<file path="src/rtl/hazard_unit_if.sv">
// Signal bundle between the pipeline datapath (master) and the hazard controller (slave).
// Pipeline register enables and flushes flow back to the datapath.
interface hazard_unit_if #(
    parameter int CNT_WIDTH = 32
);
    logic [4:0]           rs1_address_id_i;
    logic [4:0]           rs2_address_id_i;
    logic                 rs1_used_id_i;
    logic                 rs2_used_id_i;
    logic                 branch_id_i;
    logic                 branch_taken_id_i;
    logic                 reg_write_ex_i;
    logic                 mem_to_reg_ex_i;
    logic [4:0]           rd_address_ex_i;
    logic                 mem_to_reg_mem_i;
    logic [4:0]           rd_address_mem_i;
    logic                 div_start_ex_i;
    logic                 div_done_i;
    logic                 pc_en_o;
    logic                 if_id_en_o;
    logic                 if_id_flush_o;
    logic                 id_ex_en_o;
    logic                 id_ex_flush_o;
    logic                 ex_mem_flush_o;
    logic                 stall_o;
    logic [CNT_WIDTH-1:0] stall_cnt_o;

    modport master (
        output rs1_address_id_i, rs2_address_id_i, rs1_used_id_i, rs2_used_id_i,
               branch_id_i, branch_taken_id_i, reg_write_ex_i, mem_to_reg_ex_i,
               rd_address_ex_i, mem_to_reg_mem_i, rd_address_mem_i,
               div_start_ex_i, div_done_i,
        input  pc_en_o, if_id_en_o, if_id_flush_o, id_ex_en_o, id_ex_flush_o,
               ex_mem_flush_o, stall_o, stall_cnt_o
    );

    modport slave (
        input  rs1_address_id_i, rs2_address_id_i, rs1_used_id_i, rs2_used_id_i,
               branch_id_i, branch_taken_id_i, reg_write_ex_i, mem_to_reg_ex_i,
               rd_address_ex_i, mem_to_reg_mem_i, rd_address_mem_i,
               div_start_ex_i, div_done_i,
        output pc_en_o, if_id_en_o, if_id_flush_o, id_ex_en_o, id_ex_flush_o,
               ex_mem_flush_o, stall_o, stall_cnt_o
    );
endinterface

</file>
<file path="src/rtl/hazard_unit.sv">
// Pipeline hazard controller: load-use, ID-branch operand and divider stalls.
// Optional stall performance counter enabled by HAZARD_PERF_CNT_EN.
module hazard_unit #(
    parameter int CNT_WIDTH = 32
) (
    input logic          clk,
    input logic          reset,
    hazard_unit_if.slave hz
);
    typedef enum logic {IDLE, DIV_BUSY} state_e;

    state_e state_q, state_d;
    logic   rs1_match_ex, rs2_match_ex, rs1_match_mem, rs2_match_mem;
    logic   match_ex, match_mem;
    logic   load_use, branch_haz, hz_stall, div_stall;

    // x0 is hardwired zero, so a write to it never creates a dependency
    assign rs1_match_ex  = hz.rs1_used_id_i && (hz.rd_address_ex_i != 5'd0)
                           && (hz.rd_address_ex_i == hz.rs1_address_id_i);
    assign rs2_match_ex  = hz.rs2_used_id_i && (hz.rd_address_ex_i != 5'd0)
                           && (hz.rd_address_ex_i == hz.rs2_address_id_i);
    assign rs1_match_mem = hz.rs1_used_id_i && (hz.rd_address_mem_i != 5'd0)
                           && (hz.rd_address_mem_i == hz.rs1_address_id_i);
    assign rs2_match_mem = hz.rs2_used_id_i && (hz.rd_address_mem_i != 5'd0)
                           && (hz.rd_address_mem_i == hz.rs2_address_id_i);
    assign match_ex  = rs1_match_ex | rs2_match_ex;
    assign match_mem = rs1_match_mem | rs2_match_mem;

    assign load_use   = hz.mem_to_reg_ex_i & match_ex;
    assign branch_haz = hz.branch_id_i & ((hz.reg_write_ex_i & match_ex) |
                                          (hz.mem_to_reg_mem_i & match_mem));
    assign hz_stall   = load_use | branch_haz;

    always_ff @(posedge clk or posedge reset) begin
        if (reset) state_q <= IDLE;
        else       state_q <= state_d;
    end

    always_comb begin
        state_d = state_q;
        case (state_q)
            IDLE:     if (hz.div_start_ex_i && !hz.div_done_i) state_d = DIV_BUSY;
            DIV_BUSY: if (hz.div_done_i) state_d = IDLE;
            default:  state_d = IDLE;
        endcase
    end

    always_comb begin
        div_stall         = (state_q == DIV_BUSY) ? !hz.div_done_i
                                                  : (hz.div_start_ex_i && !hz.div_done_i);
        hz.pc_en_o        = 1'b1;
        hz.if_id_en_o     = 1'b1;
        hz.if_id_flush_o  = 1'b0;
        hz.id_ex_en_o     = 1'b1;
        hz.id_ex_flush_o  = 1'b0;
        hz.ex_mem_flush_o = 1'b0;
        hz.stall_o        = div_stall | hz_stall;
        if (reset) begin
            hz.pc_en_o    = 1'b0;
            hz.if_id_en_o = 1'b0;
            hz.id_ex_en_o = 1'b0;
            hz.stall_o    = 1'b0;
        end else if (div_stall) begin
            // freeze front end; EX result is not ready so bubble EX/MEM
            hz.pc_en_o        = 1'b0;
            hz.if_id_en_o     = 1'b0;
            hz.id_ex_en_o     = 1'b0;
            hz.ex_mem_flush_o = 1'b1;
        end else if (hz_stall) begin
            hz.pc_en_o       = 1'b0;
            hz.if_id_en_o    = 1'b0;
            hz.id_ex_flush_o = 1'b1;
        end else begin
            hz.if_id_flush_o = hz.branch_taken_id_i;
        end
    end

`ifdef HAZARD_PERF_CNT_EN
    logic [CNT_WIDTH-1:0] cnt_q, cnt_d;

    assign cnt_d = (hz.stall_o && (cnt_q != {CNT_WIDTH{1'b1}}))
                   ? cnt_q + CNT_WIDTH'(1) : cnt_q;

    always_ff @(posedge clk or posedge reset) begin
        if (reset) cnt_q <= '0;
        else       cnt_q <= cnt_d;
    end

    assign hz.stall_cnt_o = cnt_q;
`else
    assign hz.stall_cnt_o = {CNT_WIDTH{1'b0}};
`endif
endmodule

</file>
<file path="src/flat_wrapper.sv">
// flat-port wrapper written by rule: the top's interface ports become plain ports
module hazard_unit_flat 
#(
    parameter int CNT_WIDTH = 32
)
  (clk, reset, hz_rs1_address_id_i, hz_rs2_address_id_i, hz_rs1_used_id_i, hz_rs2_used_id_i, hz_branch_id_i, hz_branch_taken_id_i, hz_reg_write_ex_i, hz_mem_to_reg_ex_i, hz_rd_address_ex_i, hz_mem_to_reg_mem_i, hz_rd_address_mem_i, hz_div_start_ex_i, hz_div_done_i, hz_pc_en_o, hz_if_id_en_o, hz_if_id_flush_o, hz_id_ex_en_o, hz_id_ex_flush_o, hz_ex_mem_flush_o, hz_stall_o, hz_stall_cnt_o);
  hazard_unit_if #(.CNT_WIDTH(CNT_WIDTH)) hz_i ();
  input logic clk;
  input logic reset;
  input wire logic [$bits(hz_i.rs1_address_id_i)-1:0] hz_rs1_address_id_i;
  input wire logic [$bits(hz_i.rs2_address_id_i)-1:0] hz_rs2_address_id_i;
  input wire logic [$bits(hz_i.rs1_used_id_i)-1:0] hz_rs1_used_id_i;
  input wire logic [$bits(hz_i.rs2_used_id_i)-1:0] hz_rs2_used_id_i;
  input wire logic [$bits(hz_i.branch_id_i)-1:0] hz_branch_id_i;
  input wire logic [$bits(hz_i.branch_taken_id_i)-1:0] hz_branch_taken_id_i;
  input wire logic [$bits(hz_i.reg_write_ex_i)-1:0] hz_reg_write_ex_i;
  input wire logic [$bits(hz_i.mem_to_reg_ex_i)-1:0] hz_mem_to_reg_ex_i;
  input wire logic [$bits(hz_i.rd_address_ex_i)-1:0] hz_rd_address_ex_i;
  input wire logic [$bits(hz_i.mem_to_reg_mem_i)-1:0] hz_mem_to_reg_mem_i;
  input wire logic [$bits(hz_i.rd_address_mem_i)-1:0] hz_rd_address_mem_i;
  input wire logic [$bits(hz_i.div_start_ex_i)-1:0] hz_div_start_ex_i;
  input wire logic [$bits(hz_i.div_done_i)-1:0] hz_div_done_i;
  output wire logic [$bits(hz_i.pc_en_o)-1:0] hz_pc_en_o;
  output wire logic [$bits(hz_i.if_id_en_o)-1:0] hz_if_id_en_o;
  output wire logic [$bits(hz_i.if_id_flush_o)-1:0] hz_if_id_flush_o;
  output wire logic [$bits(hz_i.id_ex_en_o)-1:0] hz_id_ex_en_o;
  output wire logic [$bits(hz_i.id_ex_flush_o)-1:0] hz_id_ex_flush_o;
  output wire logic [$bits(hz_i.ex_mem_flush_o)-1:0] hz_ex_mem_flush_o;
  output wire logic [$bits(hz_i.stall_o)-1:0] hz_stall_o;
  output wire logic [$bits(hz_i.stall_cnt_o)-1:0] hz_stall_cnt_o;
  assign hz_i.rs1_address_id_i = hz_rs1_address_id_i;
  assign hz_i.rs2_address_id_i = hz_rs2_address_id_i;
  assign hz_i.rs1_used_id_i = hz_rs1_used_id_i;
  assign hz_i.rs2_used_id_i = hz_rs2_used_id_i;
  assign hz_i.branch_id_i = hz_branch_id_i;
  assign hz_i.branch_taken_id_i = hz_branch_taken_id_i;
  assign hz_i.reg_write_ex_i = hz_reg_write_ex_i;
  assign hz_i.mem_to_reg_ex_i = hz_mem_to_reg_ex_i;
  assign hz_i.rd_address_ex_i = hz_rd_address_ex_i;
  assign hz_i.mem_to_reg_mem_i = hz_mem_to_reg_mem_i;
  assign hz_i.rd_address_mem_i = hz_rd_address_mem_i;
  assign hz_i.div_start_ex_i = hz_div_start_ex_i;
  assign hz_i.div_done_i = hz_div_done_i;
  assign hz_pc_en_o = hz_i.pc_en_o;
  assign hz_if_id_en_o = hz_i.if_id_en_o;
  assign hz_if_id_flush_o = hz_i.if_id_flush_o;
  assign hz_id_ex_en_o = hz_i.id_ex_en_o;
  assign hz_id_ex_flush_o = hz_i.id_ex_flush_o;
  assign hz_ex_mem_flush_o = hz_i.ex_mem_flush_o;
  assign hz_stall_o = hz_i.stall_o;
  assign hz_stall_cnt_o = hz_i.stall_cnt_o;
  hazard_unit #(.CNT_WIDTH(CNT_WIDTH)) u_core (.clk(clk), .reset(reset), .hz(hz_i));
endmodule
</file>
<file path="config.mk">
export PLATFORM = sky130hd
export DESIGN_NAME = hazard_unit_flat
export DESIGN_NICKNAME = d
export VERILOG_FILES = /design/src/rtl/hazard_unit_if.sv /design/src/rtl/hazard_unit.sv /design/src/flat_wrapper.sv
export SDC_FILE = /design/constraint.sdc
export NUM_CORES = 1
export LEC_CHECK = 0
export ABC_CLOCK_PERIOD_IN_PS = 3050
export CAP_MARGIN = 15
export CORE_UTILIZATION = 29
export DETAILED_ROUTE_END_ITERATION = 6
export GPL_ROUTABILITY_DRIVEN = 0
export PLACE_DENSITY_LB_ADDON = 0.12
export SLEW_MARGIN = 10
export SYNTH_ARGS = -nofsm -noshare
export SYNTH_HDL_FRONTEND = slang
export SYNTH_SLANG_ARGS = --single-unit
</file>
<file path="constraint.sdc">
create_clock -name clk -period 3.05 [get_ports clk]
set_clock_uncertainty 0.15 [all_clocks]
set_input_delay 0.61 -clock clk [delete_from_list [all_inputs] [get_ports clk]]
set_output_delay 0.61 -clock clk [all_outputs]
set_load 0.01 [all_outputs]
</file>
# --- Yosys cells after proc, flatten, opt, wreduce, memory -nomap -nowiden ---
# Cells that the tools add are included.
op_classes:
  eq_ne: 4
  bitwise: 10
  muxes: 18
  reduce_logical: 12
ops:
  columns: ["cell", "n"]
  rows:
  - ["equality test 5 bit", 4]
  - ["2-to-1 mux 1 bit", 17]
  - ["nonzero test 5 bit", 2]
  - ["logical AND 1 bit", 9]
  - ["bitwise OR 1 bit", 5]
  - ["AND 1 bit", 4]
  - ["case mux 1 bit (2 select lines)", 1]
  - ["logical NOT 1 bit", 1]
  - ["NOT 1 bit", 1]
word_totals:
  wordCells: 45
  output_inout_bits: 39
  regBits: 1
  input_bits: 31

# --- Logic depth before layout (Yosys ltp) ---
# Gate-level depths: netlist (run 1).
depth:
  depth_word: 11
  mapped_depth: 6
  ltp_nobuf: 5

# --- Worst setup path after synthesis (run 1) ---
# No wires, ideal clock.
synth_timing:
  kind: "input-to-output"
  startpoint: "input hz_rd_address_mem_i[1]"
  endpoint: "output hz_pc_en_o"
  required_ns: 2.290
  cell_stages: 5
  n_path_buf: 1
  arrival_time_ns: 1.761
  path_slack_ns: 0.529
  cell_sequence: "or3_1 -> o311a_1 -> a22oi_2 -> and2_2 -> buf_4"
synth_via:
  elab_chain_cells: 11
  word_cells_on_any_way: 15
  cone_classes: "eq/ne: 2; mux: 3; bitwise: 5; reduce/logical: 5"
synth_lines:
  columns: ["item", "line_no", "text"]
  rows:
  - ["from (decl)", "flat_wrapper.sv:20", "input wire logic [$bits(hz_i.rd_address_mem_i)-1:0] hz_rd_address_mem_i;"]
  - ["nonzero test 5 bit", "hazard_unit.sv:22, hazard_unit.sv:24", null]
  - ["logical AND 1 bit, on equally long branches", "hazard_unit.sv:22, hazard_unit.sv:24", null]
  - ["logical AND 1 bit, on equally long branches", "hazard_unit.sv:23, hazard_unit.sv:25", null]
  - ["bitwise OR 1 bit *", "hazard_unit.sv:27", "assign match_mem = rs1_match_mem | rs2_match_mem;"]
  - ["AND 1 bit *", "hazard_unit.sv:31", "(hz.mem_to_reg_mem_i & match_mem));"]
  - ["bitwise OR 1 bit *", "hazard_unit.sv:30", "assign branch_haz = hz.branch_id_i & ((hz.reg_write_ex_i & match_ex) |"]
  - ["AND 1 bit *", "hazard_unit.sv:30", null]
  - ["bitwise OR 1 bit *", "hazard_unit.sv:32", "assign hz_stall = load_use | branch_haz;"]
  - ["2-to-1 mux 1 bit * (3 in a row)", null, null]
  - ["to (decl)", "flat_wrapper.sv:23", "output wire logic [$bits(hz_i.pc_en_o)-1:0] hz_pc_en_o;"]
# Every way passes the cells marked *; elsewhere a longest branch is shown, timed or not.

# --- Worst setup path after layout (run 1) ---
layout_timing:
  startpoint: "input hz_rd_address_mem_i[0]"
  endpoint: "output hz_id_ex_flush_o"
layout_via:
  elab_chain_cells: 11
  word_cells_on_any_way: 15
  cone_classes: "eq/ne: 2; mux: 3; bitwise: 5; reduce/logical: 5"
layout_lines:
  columns: ["item", "line_no", "text"]
  rows:
  - ["nonzero test 5 bit", "hazard_unit.sv:22, hazard_unit.sv:24", null]
  - ["logical AND 1 bit, on equally long branches", "hazard_unit.sv:22, hazard_unit.sv:24", null]
  - ["logical AND 1 bit, on equally long branches", "hazard_unit.sv:23, hazard_unit.sv:25", null]
  - ["bitwise OR 1 bit *", "hazard_unit.sv:27", null]
  - ["AND 1 bit *", "hazard_unit.sv:31", null]
  - ["bitwise OR 1 bit *", "hazard_unit.sv:30", null]
  - ["AND 1 bit *", "hazard_unit.sv:30", null]
  - ["bitwise OR 1 bit *", "hazard_unit.sv:32", null]
  - ["2-to-1 mux 1 bit *", "hazard_unit.sv:69", "end else if (hz_stall) begin"]
  - ["2-to-1 mux 1 bit *", "hazard_unit.sv:63", "end else if (div_stall) begin"]
  - ["2-to-1 mux 1 bit *", "hazard_unit.sv:58", "if (reset) begin"]
  - ["to (decl)", "flat_wrapper.sv:27", "output wire logic [$bits(hz_i.id_ex_flush_o)-1:0] hz_id_ex_flush_o;"]
# Marks and branches as above.

==> run_results.csv, run 1 <==
group,metric,value,unit
cells_and_area,final_cell_mix,"conb_1 (32), clkdlybuf4s50_1 (31), xnor2_1 (20)",
synthesis,syn_area_per_cell,7.32,sq um
global_routing,use_met1,0.134,
power,p_leak,0.387,nW
power,power.share.clock,0,
worst_setup_path,slowest_stage,"clkdlybuf4s50_1",
routing,viasPerCell,3.84,
sta,hold_viol,0,
global_routing,met3_usage,0.00377,
worst_setup_path,arrival,2.22,ns
cells_and_area,final_area,880,sq um
hold_path,hold_start,"u_core.state_q",
worst_setup_path,reg2reg_slack,2.09,ns
synthesis,synth_seq_area_share,0.0417,
routing,vias,564,
worst_setup_path,cp_cell_sequence,"clkdlybuf4s50_1, or3_1, o311a_1, a22oi_2, nor3_1, clkdlybuf4s15_1",
power,p_seq_frac,0.109,
worst_setup_path,cp.required,2.29,ns
floorplanning,num_rows,16,
synthesis,ys_warn_count,0,
synthesis,synthesis.area,601,sq um
global_routing,grt_pass1_vias,468,
synthesis,yosys.cell_types.count,17,
placed_design,io_buffers,37,
sta,rsz0062_at_grt,"no",
clock_tree,postCtsSetupBuffers,0,
worst_setup_path,cp_max_fo,4,
clock_tree,clkTransAtPathRegs,0,ns
global_routing,grt_overflow,0,
power,power_density,154,mW/mm^2
cells_and_area,nNetsFinal,153,
cells_and_area,layout.cells.non_filler,147,
routing,wl_per_cell,8.46,um
global_routing,antenna_found_initial,0,
synthesis,postSynthCellCount,82,
synthesis,synth_top_area_cell,"buf_4",
floorplanning,ioPinCount,70,
synthesis,synthXorXnorAreaFrac,0.292,
cells_and_area,largest_register_ffs,1,
sta,max_freq,336,MHz
placed_design,dpl_cell_area,896,sq um
worst_setup_path,reg2reg_from,"u_core.state_q",
flow_run,maxCapViolCount,0,
power,vdd_drop_max,0.0613,mV
worst_setup_path,start_kind,"input pin",
worst_setup_path,cp-end-kind,"primary output",
worst_setup_path,slowest_delay,0.41,ns
routing,dr.pass1.iters,3,
synthesis,synthAdderAreaFrac,0,
cells_and_area,top_regs,"u_core.state_q x1",
hold_path,min_path_cells,3,
sta,setup-violations-final,0,
floorplanning,die_w,47.5,um
placed_design,place_inst,147,
synthesis,muxShareOfSynthArea,0,
cells_and_area,regMostFlops,"u_core.state_q",
worst_setup_path,rr_worst_depth,3,
placed_design,hpwlAfterDp,1.22,mm
sta,report.final.slew_viol_count,0,
synthesis,synth_top_area_frac,0.413,
worst_setup_path,crit-reg2reg-capture,"u_core.state_q",
floorplanning,start_util,0.306,
routing,final_antenna_net_count,0,
global_routing,grt_usage,0.107,
floorplanning,dieArea,0.00226,sq mm
hold_path,worstHoldPathType,"flop to flop",
run_status,run_status,"completed",
cells_and_area,postLayoutCoreUtil,0.448,
power,netSwitchingPower,0.0551,mW
routing,post-route-drc-count,0,
synthesis,synthTopCellsByArea,"buf_4 (41%), xnor2_1 (29%), dfrtp_1 (4.2%), nand4_1 (4.2%), a21oi_1 (2.5%)",
synthesis,synth_top_family_by_area,"buffers and inverters",
routing,drt-total-wl,1.24,mm
power,p_sw_frac,0.408,
power,power.total,0.135,mW
global_routing,grt_pass1_wl,1.80,mm
global_routing,grt.busiest_layer,"met2",
cells_and_area,diodes,0,
cells_and_area,final_common_cell,"conb_1",
power,combPwrFrac,0.891,
floorplanning,die_h,47.5,um
global_routing,grt_max_degree,6,
cells_and_area,area_delta_synth_final,46.5,%
synthesis,synth_compound_area_frac,0.0833,
sta,whs,0.522,ns
sta,period_needed,2.98,ns
hold_path,holdPathEnd,"u_core.state_q",
synthesis,ys_seq_elements,1,
clock_tree,clock_latency,0,ns
floorplanning,coreArea,0.00196,sq mm
worst_setup_path,crit_type,"input pin to primary output",
sta,fin_crit_sh,0.977,
power,power.internal,0.0800,mW
routing,drt_iter0_markers,6,
cells_and_area,drive_gt1_frac,0.0833,
global_routing,met2_usage,0.211,
synthesis,synthSimpleGateAreaFrac,0.152,
area by class of cell:
cell class / count / area, sq um
fill: 210 / 1080
multi-input combinational: 77 / 438
timing repair buffer: 40 / 375
tap: 27 / 33.8
sequential: 1 / 25.0
inverter: 2 / 7.51
cells by family (layout without fill, tap and decap cells):
| group | after synthesis | after routing |
|---|---|---|
| buf+inv | 35 | 42 |
| xor+xnor | 20 | 20 |
| simple gates | 18 | 18 |
| compound gates | 7 | 7 |
| other cells | 1 | 32 |
| flops | 1 | 1 |
power groups by stage:
stage / clock network, mW / logic [mW] / registers (mW)
after global routing: 0 / 0.133 / 0.0148
after global placement: 0 / 0.124 / 0.0146
final: 0 / 0.120 / 0.0147
after CTS: 0 / 0.121 / 0.0147
after detailed placement: 0 / 0.124 / 0.0147
after floorplan: 0 / 0.0881 / 0.0146
worst max-delay path, delay by kind of cell:
kind,cells,cell delay [ns]
AND/OR/NAND/NOR,2,0.46
buffers and inverters,2,0.65
AO/OA/AOI/OAI,2,0.50
repair_timing:
action | in CTS | in global routing
setup endpoints to repair | 5 | 3
hold buffers | 0 | 0
pin swaps | 4 | 2
resized for setup | 16 | 3
routing by layer:
layer,part of all wire,vias up
met3,0.071,0
li1,-,281
met1,0.38,247
met5,0,-
met4,0,0
met2,0.54,36
cells in the mapped netlist, drive strengths merged:
| library cell | instances |
|---|---|
| and2 | 1 |
| dfrtp | 1 |
| nor3 | 2 |
| or2 | 1 |
| conb | 1 |
| a21oi | 3 |
| nor2 | 4 |
| o22ai | 2 |
| nand2 | 4 |
| a22oi | 1 |
| inv | 2 |
| o311a | 1 |
| and3 | 1 |
| nand4 | 4 |
| or3 | 1 |
| buf | 33 |
| xnor2 | 20 |
how the worst max path moves through the flow:
| stage | startpoint | cells after the start | end |
|---|---|---|---|
| CTS | hz_rd_address_mem_i[0] | 6 | hz_id_ex_flush_o |
| global placement | hz_rd_address_mem_i[1] | 6 | hz_if_id_en_o |
| detailed placement | hz_rd_address_mem_i[1] | 6 | hz_pc_en_o |
| global route | hz_rd_address_ex_i[1] | 7 | hz_id_ex_flush_o |
| floorplan | hz_rd_address_mem_i[1] | 5 | hz_pc_en_o |
| finish | hz_rd_address_mem_i[0] | 6 | hz_id_ex_flush_o |
through the flow:
step / setup TNS [ns] / worst slack [ns]
final: 0 / 0.0702
after global routing: 0 / 0.00196
after CTS: 0 / 0.0270
after detailed placement: -1.49 / -0.361
after global placement: -1.40 / -0.332
after floorplan: 0 / 0.529
No activity file was read; power rests on OpenSTA's default activity.
==> inputs of run 2 (changes only) <==
- TNS_END_PERCENT: not set -> 20
==> run 2 against run 1 <==
Against the previous run:
- sequential share of layout area is essentially flat
- hold slack lost 0.0022 ns
- utilization shrank 0.45 points
- highest routed layer unchanged
- critical path depth is the same
- final area shrank 1.0%
- largest cell class unchanged
- setup slack lost 0.023 ns
==> run_results.csv, run 2 (same netlist as run 1, synthesis figures left out) <==
group,metric,value,unit
sta,fin_crit_sh,0.984,
clock_tree,postCtsSetupBuffers,0,
sta,period_needed,3.00,ns
run_status,run_status,"completed",
routing,dr.pass1.iters,3,
power,vdd_drop_max,0.0614,mV
cells_and_area,largest_register_ffs,1,
worst_setup_path,reg2reg_slack,2.09,ns
worst_setup_path,start_kind,"input pin",
worst_setup_path,cp.required,2.29,ns
floorplanning,die_w,47.5,um
cells_and_area,diodes,0,
cells_and_area,fillers,210,
worst_setup_path,cp_max_fo,4,
placed_design,place_inst,147,
cells_and_area,nNetsFinal,153,
worst_setup_path,rr_worst_depth,3,
global_routing,antenna_found_initial,0,
worst_setup_path,crit-reg2reg-capture,"u_core.state_q",
cells_and_area,final_cell_mix,"conb_1 (32), clkdlybuf4s50_1 (32), xnor2_1 (20)",
worst_setup_path,arrival,2.24,ns
hold_path,worstHoldPathType,"flop to flop",
global_routing,grt_pass1_vias,472,
routing,viasPerCell,3.83,
routing,wl_per_cell,8.40,um
worst_setup_path,reg2reg_from,"u_core.state_q",
cells_and_area,top_regs,"u_core.state_q x1",
sta,hold_viol,0,
floorplanning,dieArea,0.00226,sq mm
global_routing,grt_usage,0.107,
hold_path,hold_start,"u_core.state_q",
routing,drt-total-wl,1.24,mm
clock_tree,clock_latency,0,ns
hold_path,min_path_cells,3,
floorplanning,num_rows,16,
cells_and_area,final_area,871,sq um
routing,final_antenna_net_count,0,
placed_design,io_buffers,37,
floorplanning,coreArea,0.00196,sq mm
floorplanning,start_util,0.306,
clock_tree,clkTransAtPathRegs,0,ns
placed_design,dpl_cell_area,896,sq um
sta,max_freq,333,MHz
routing,vias,563,
sta,report.final.slew_viol_count,0,
cells_and_area,drive_gt1_frac,0.0917,
cells_and_area,regMostFlops,"u_core.state_q",
sta,finalSetupTns,0,ns
flow_run,maxCapViolCount,0,
routing,drt_iter0_markers,8,
clock_tree,ctsHoldBuffers,0,
worst_setup_path,cp-end-kind,"primary output",
placed_design,hpwlAfterDp,1.22,mm
cells_and_area,area_delta_synth_final,45.0,%
global_routing,grt_max_degree,6,
power,power_density,155,mW/mm^2
cells_and_area,layout.cells.non_filler,147,
sta,rsz0062_at_grt,"yes",
floorplanning,die_h,47.5,um
floorplanning,ioPinCount,70,
global_routing,grt_pass1_wl,1.81,mm
worst_setup_path,crit_type,"input pin to primary output",
power,p_leak,0.376,nW
global_routing,grt_overflow,0,
hold_path,holdPathEnd,"u_core.state_q",
routing,post-route-drc-count,0,
sta,setup-violations-final,0,
run 2: cell count changes in the layout (fill, tap and decap cells not counted):
cell	change
dlymetal6s2s_1	-1
clkdlybuf4s50_1	+1
buf_2	-2
clkbuf_2	+3
and2_2	+1
and2_4	-1
clkdlybuf4s15_1	-1
run 2: per-layer routing:
layer | up-vias | GRT usage | routed length (um)
met4 | 0 | 0 | 0
li1 | 280 | - | -
met1 | 247 | 0.136 | 474
met2 | 36 | 0.211 | 673
met5 | - | 0 | 0
met3 | 0 | 0.00377 | 88
run 2: per-stage QoR:
step	worst slack (ns)	util	hold WS, ns	power [mW]
after floorplan	0.529	-	0.189	0.103
after global placement	-0.332	0.457	0.511	0.138
after detailed placement	-0.361	0.457	0.522	0.138
after CTS	-0.0514	0.452	0.519	0.136
after global routing	-0.0432	0.444	0.585	0.147
final	0.0475	0.444	0.520	0.135
run 2: cell type report:
class	instances	area (sq um)	share of cell area
Multi-Input combinational cell	77	437	0.501
Tap cell	27	33.8	0.0388
Timing Repair Buffer	40	368	0.422
Inverter	2	7.51	0.00862
Sequential cell	1	25.0	0.0287
run 2: where the power goes:
group	switching [mW]	internal [mW]
Combinational	0.0548	0.0651
Clock	0	0
Sequential	0.000292	0.0144
Total	0.0551	0.0795
run 2: worst max-delay path: stages:
cell and delay, ns:
clkdlybuf4s50_1 0.41, or3_1 0.39, o311a_1 0.31, a22oi_2 0.21, and2_2 0.19, clkbuf_2 0.12
run 2: worst max-delay path by stage:
stage | start | cells after the start | endpoint | slack [ns]
after detailed placement | hz_rd_address_mem_i[1] | 6 | hz_pc_en_o | -0.36
final | hz_rd_address_mem_i[1] | 6 | hz_pc_en_o | 0.05
after floorplan | hz_rd_address_mem_i[1] | 5 | hz_pc_en_o | 0.53
after CTS | hz_rd_address_mem_i[0] | 6 | hz_if_id_en_o | -0.05
after global placement | hz_rd_address_mem_i[1] | 6 | hz_if_id_en_o | -0.33
after global routing | hz_rd_address_mem_i[1] | 6 | hz_if_id_en_o | -0.04
run 2: timing repair:
| item | in CTS | in global routing |
|---|---|---|
| pin swaps | 3 | 2 |
| resized for setup | 8 | 8 |
| endpoints found under the setup margin | 5 | 4 |
==> inputs of run 3 (changes only) <==
- PLACE_DENSITY: not set -> 0.86
- PLACE_DENSITY_LB_ADDON: 0.12 -> not set
==> run 3 against run 2 <==
Against the previous run:
- via count up 1.4%
- maximum frequency up 1.7%
- routed wire length up 8.5%
- sequential power barely moved
- utilization increased by 1.0 points
- highest routed layer is now met4
==> run_results.csv, run 3 (same netlist as run 1, synthesis figures left out) <==
group,metric,value,unit
run_status,run_status,"completed",
power,vdd_drop_max,0.0699,mV
flow_run,maxCapViolCount,0,
sta,max_freq,339,MHz
worst_setup_path,cp.required,2.29,ns
placed_design,dpl_worst_slack,-0.365,ns
worst_setup_path,crit_type,"input pin to primary output",
power,combPwrFrac,0.893,
floorplanning,die_h,47.5,um
cells_and_area,diodes,0,
power,p_sw_frac,0.414,
worst_setup_path,cp_cell_sequence,"clkdlybuf4s50_1, xnor2_1, nand4_1, o22ai_2, a22oi_2, nor3_1, clkdlybuf4s15_1",
global_routing,use_met1,0.123,
sta,period_needed,2.95,ns
floorplanning,start_util,0.306,
cells_and_area,nNetsFinal,153,
cells_and_area,top_regs,"u_core.state_q x1",
sta,report.final.slew_viol_count,0,
placed_design,hpwlAfterDp,1.25,mm
cells_and_area,postLayoutCoreUtil,0.454,
global_routing,grt_overflow,0,
floorplanning,die_w,47.5,um
global_routing,antenna_found_initial,0,
sta,rsz0062_at_grt,"no",
sta,finalSetupTns,0,ns
floorplanning,dieArea,0.00226,sq mm
power,p_leak,0.405,nW
cells_and_area,area_delta_synth_final,48.3,%
power,power.internal,0.0799,mW
floorplanning,ioPinCount,70,
routing,post-route-drc-count,0,
global_routing,met2_usage,0.219,
global_routing,grt_pass1_vias,488,
power,power_density,153,mW/mm^2
clock_tree,clkTransAtPathRegs,0,ns
sta,setup-violations-final,0,
sta,fin_crit_sh,0.968,
global_routing,grt_max_degree,6,
worst_setup_path,arrival,2.19,ns
sta,hold_viol,0,
floorplanning,num_rows,16,
cells_and_area,final_area,891,sq um
cells_and_area,fillers,204,
routing,drt-total-wl,1.34,mm
clock_tree,clock_latency,0,ns
floorplanning,coreArea,0.00196,sq mm
worst_setup_path,cp-end-kind,"primary output",
global_routing,met3_usage,0.00755,
worst_setup_path,slowest_stage,"clkdlybuf4s50_1",
power,netSwitchingPower,0.0565,mW
worst_setup_path,slowest_delay,0.54,ns
worst_setup_path,cp_max_fo,4,
routing,vias,571,
power,power.total,0.136,mW
cells_and_area,final_common_cell,"conb_1",
cells_and_area,regMostFlops,"u_core.state_q",
routing,wl_per_cell,9.12,um
routing,viasPerCell,3.88,
placed_design,io_buffers,37,
power,p_seq_frac,0.107,
routing,dr.pass1.iters,4,
hold_path,worstHoldPathType,"flop to flop",
global_routing,grt.busiest_layer,"met2",
cells_and_area,largest_register_ffs,1,
global_routing,grt_usage,0.111,
power,power.share.clock,0,
worst_setup_path,start_kind,"input pin",
cells_and_area,drive_gt1_frac,0.0917,
sta,finalWorstSetupSlack,0.0968,ns
placed_design,dpl_cell_area,896,sq um
routing,drt_iter0_markers,7,
cells_and_area,final_cell_mix,"conb_1 (32), clkdlybuf4s50_1 (29), xnor2_1 (20)",
global_routing,grt_pass1_wl,1.84,mm
routing,final_antenna_net_count,0,
run 3: final timing paths:
path / slack [ns] / cells past startpoint / startpoint / endpoint
max: 0.1 / 7 / hz_rd_address_ex_i[3] / hz_id_ex_flush_o
min: 0.52 / 3 / u_core.state_q / u_core.state_q
max reg2reg: 2.10 / 3 / u_core.state_q / u_core.state_q
min reg2reg: 0.52 / 3 / u_core.state_q / u_core.state_q
max in group asynchronous: 1.93 / 2 / reset / u_core.state_q
min in group asynchronous: 0.72 / 2 / reset / u_core.state_q
run 3: per-stage QoR:
stage                     instances  hold WS, ns
after global routing            147        0.594
after floorplan                 113        0.189
final                           147        0.524
after CTS                       147        0.531
after detailed placement        147        0.531
after global placement          147        0.497
run 3: critical path, delay by kind of cell:
kind                      cells  cell delay [ns]
and+or+nand+nor               2             0.30
xor gates and xnor gates      1             0.14
AOI/OAI and AO/OA             2             0.33
buffers and inverters         2             0.80
run 3: area by class of cell:
class | count | area [sq um] | area share
Multi-Input combinational cell | 77 | 444 | 0.499
Timing Repair Buffer | 40 | 380 | 0.427
Tap cell | 27 | 33.8 | 0.0379
Sequential cell | 1 | 25.0 | 0.0281
Inverter | 2 | 7.51 | 0.00843
run 3: power by group through the flow:
| stage | registers, mW | logic, mW | clock network (mW) |
|---|---|---|---|
| after detailed placement | 0.0146 | 0.124 | 0 |
| after global routing | 0.0147 | 0.135 | 0 |
| final | 0.0146 | 0.122 | 0 |
| after global placement | 0.0146 | 0.122 | 0 |
| after CTS | 0.0146 | 0.123 | 0 |
| after floorplan | 0.0146 | 0.0881 | 0 |
run 3: what timing repair did:
| item | 4_1_cts | 5_1_grt |
|---|---|---|
| gates cloned | 0 | 0 |
| pin swaps | 1 | 5 |
| setup buffers | 0 | 0 |
| setup endpoints to repair | 5 | 5 |
| resized for setup | 11 | 10 |
| hold buffers | 0 | 0 |
run 3: metal layers:
layer,up-vias,share of wire
met1,245,0.37
met5,-,0
met2,41,0.52
met3,4,0.090
met4,0,0.024
li1,281,-
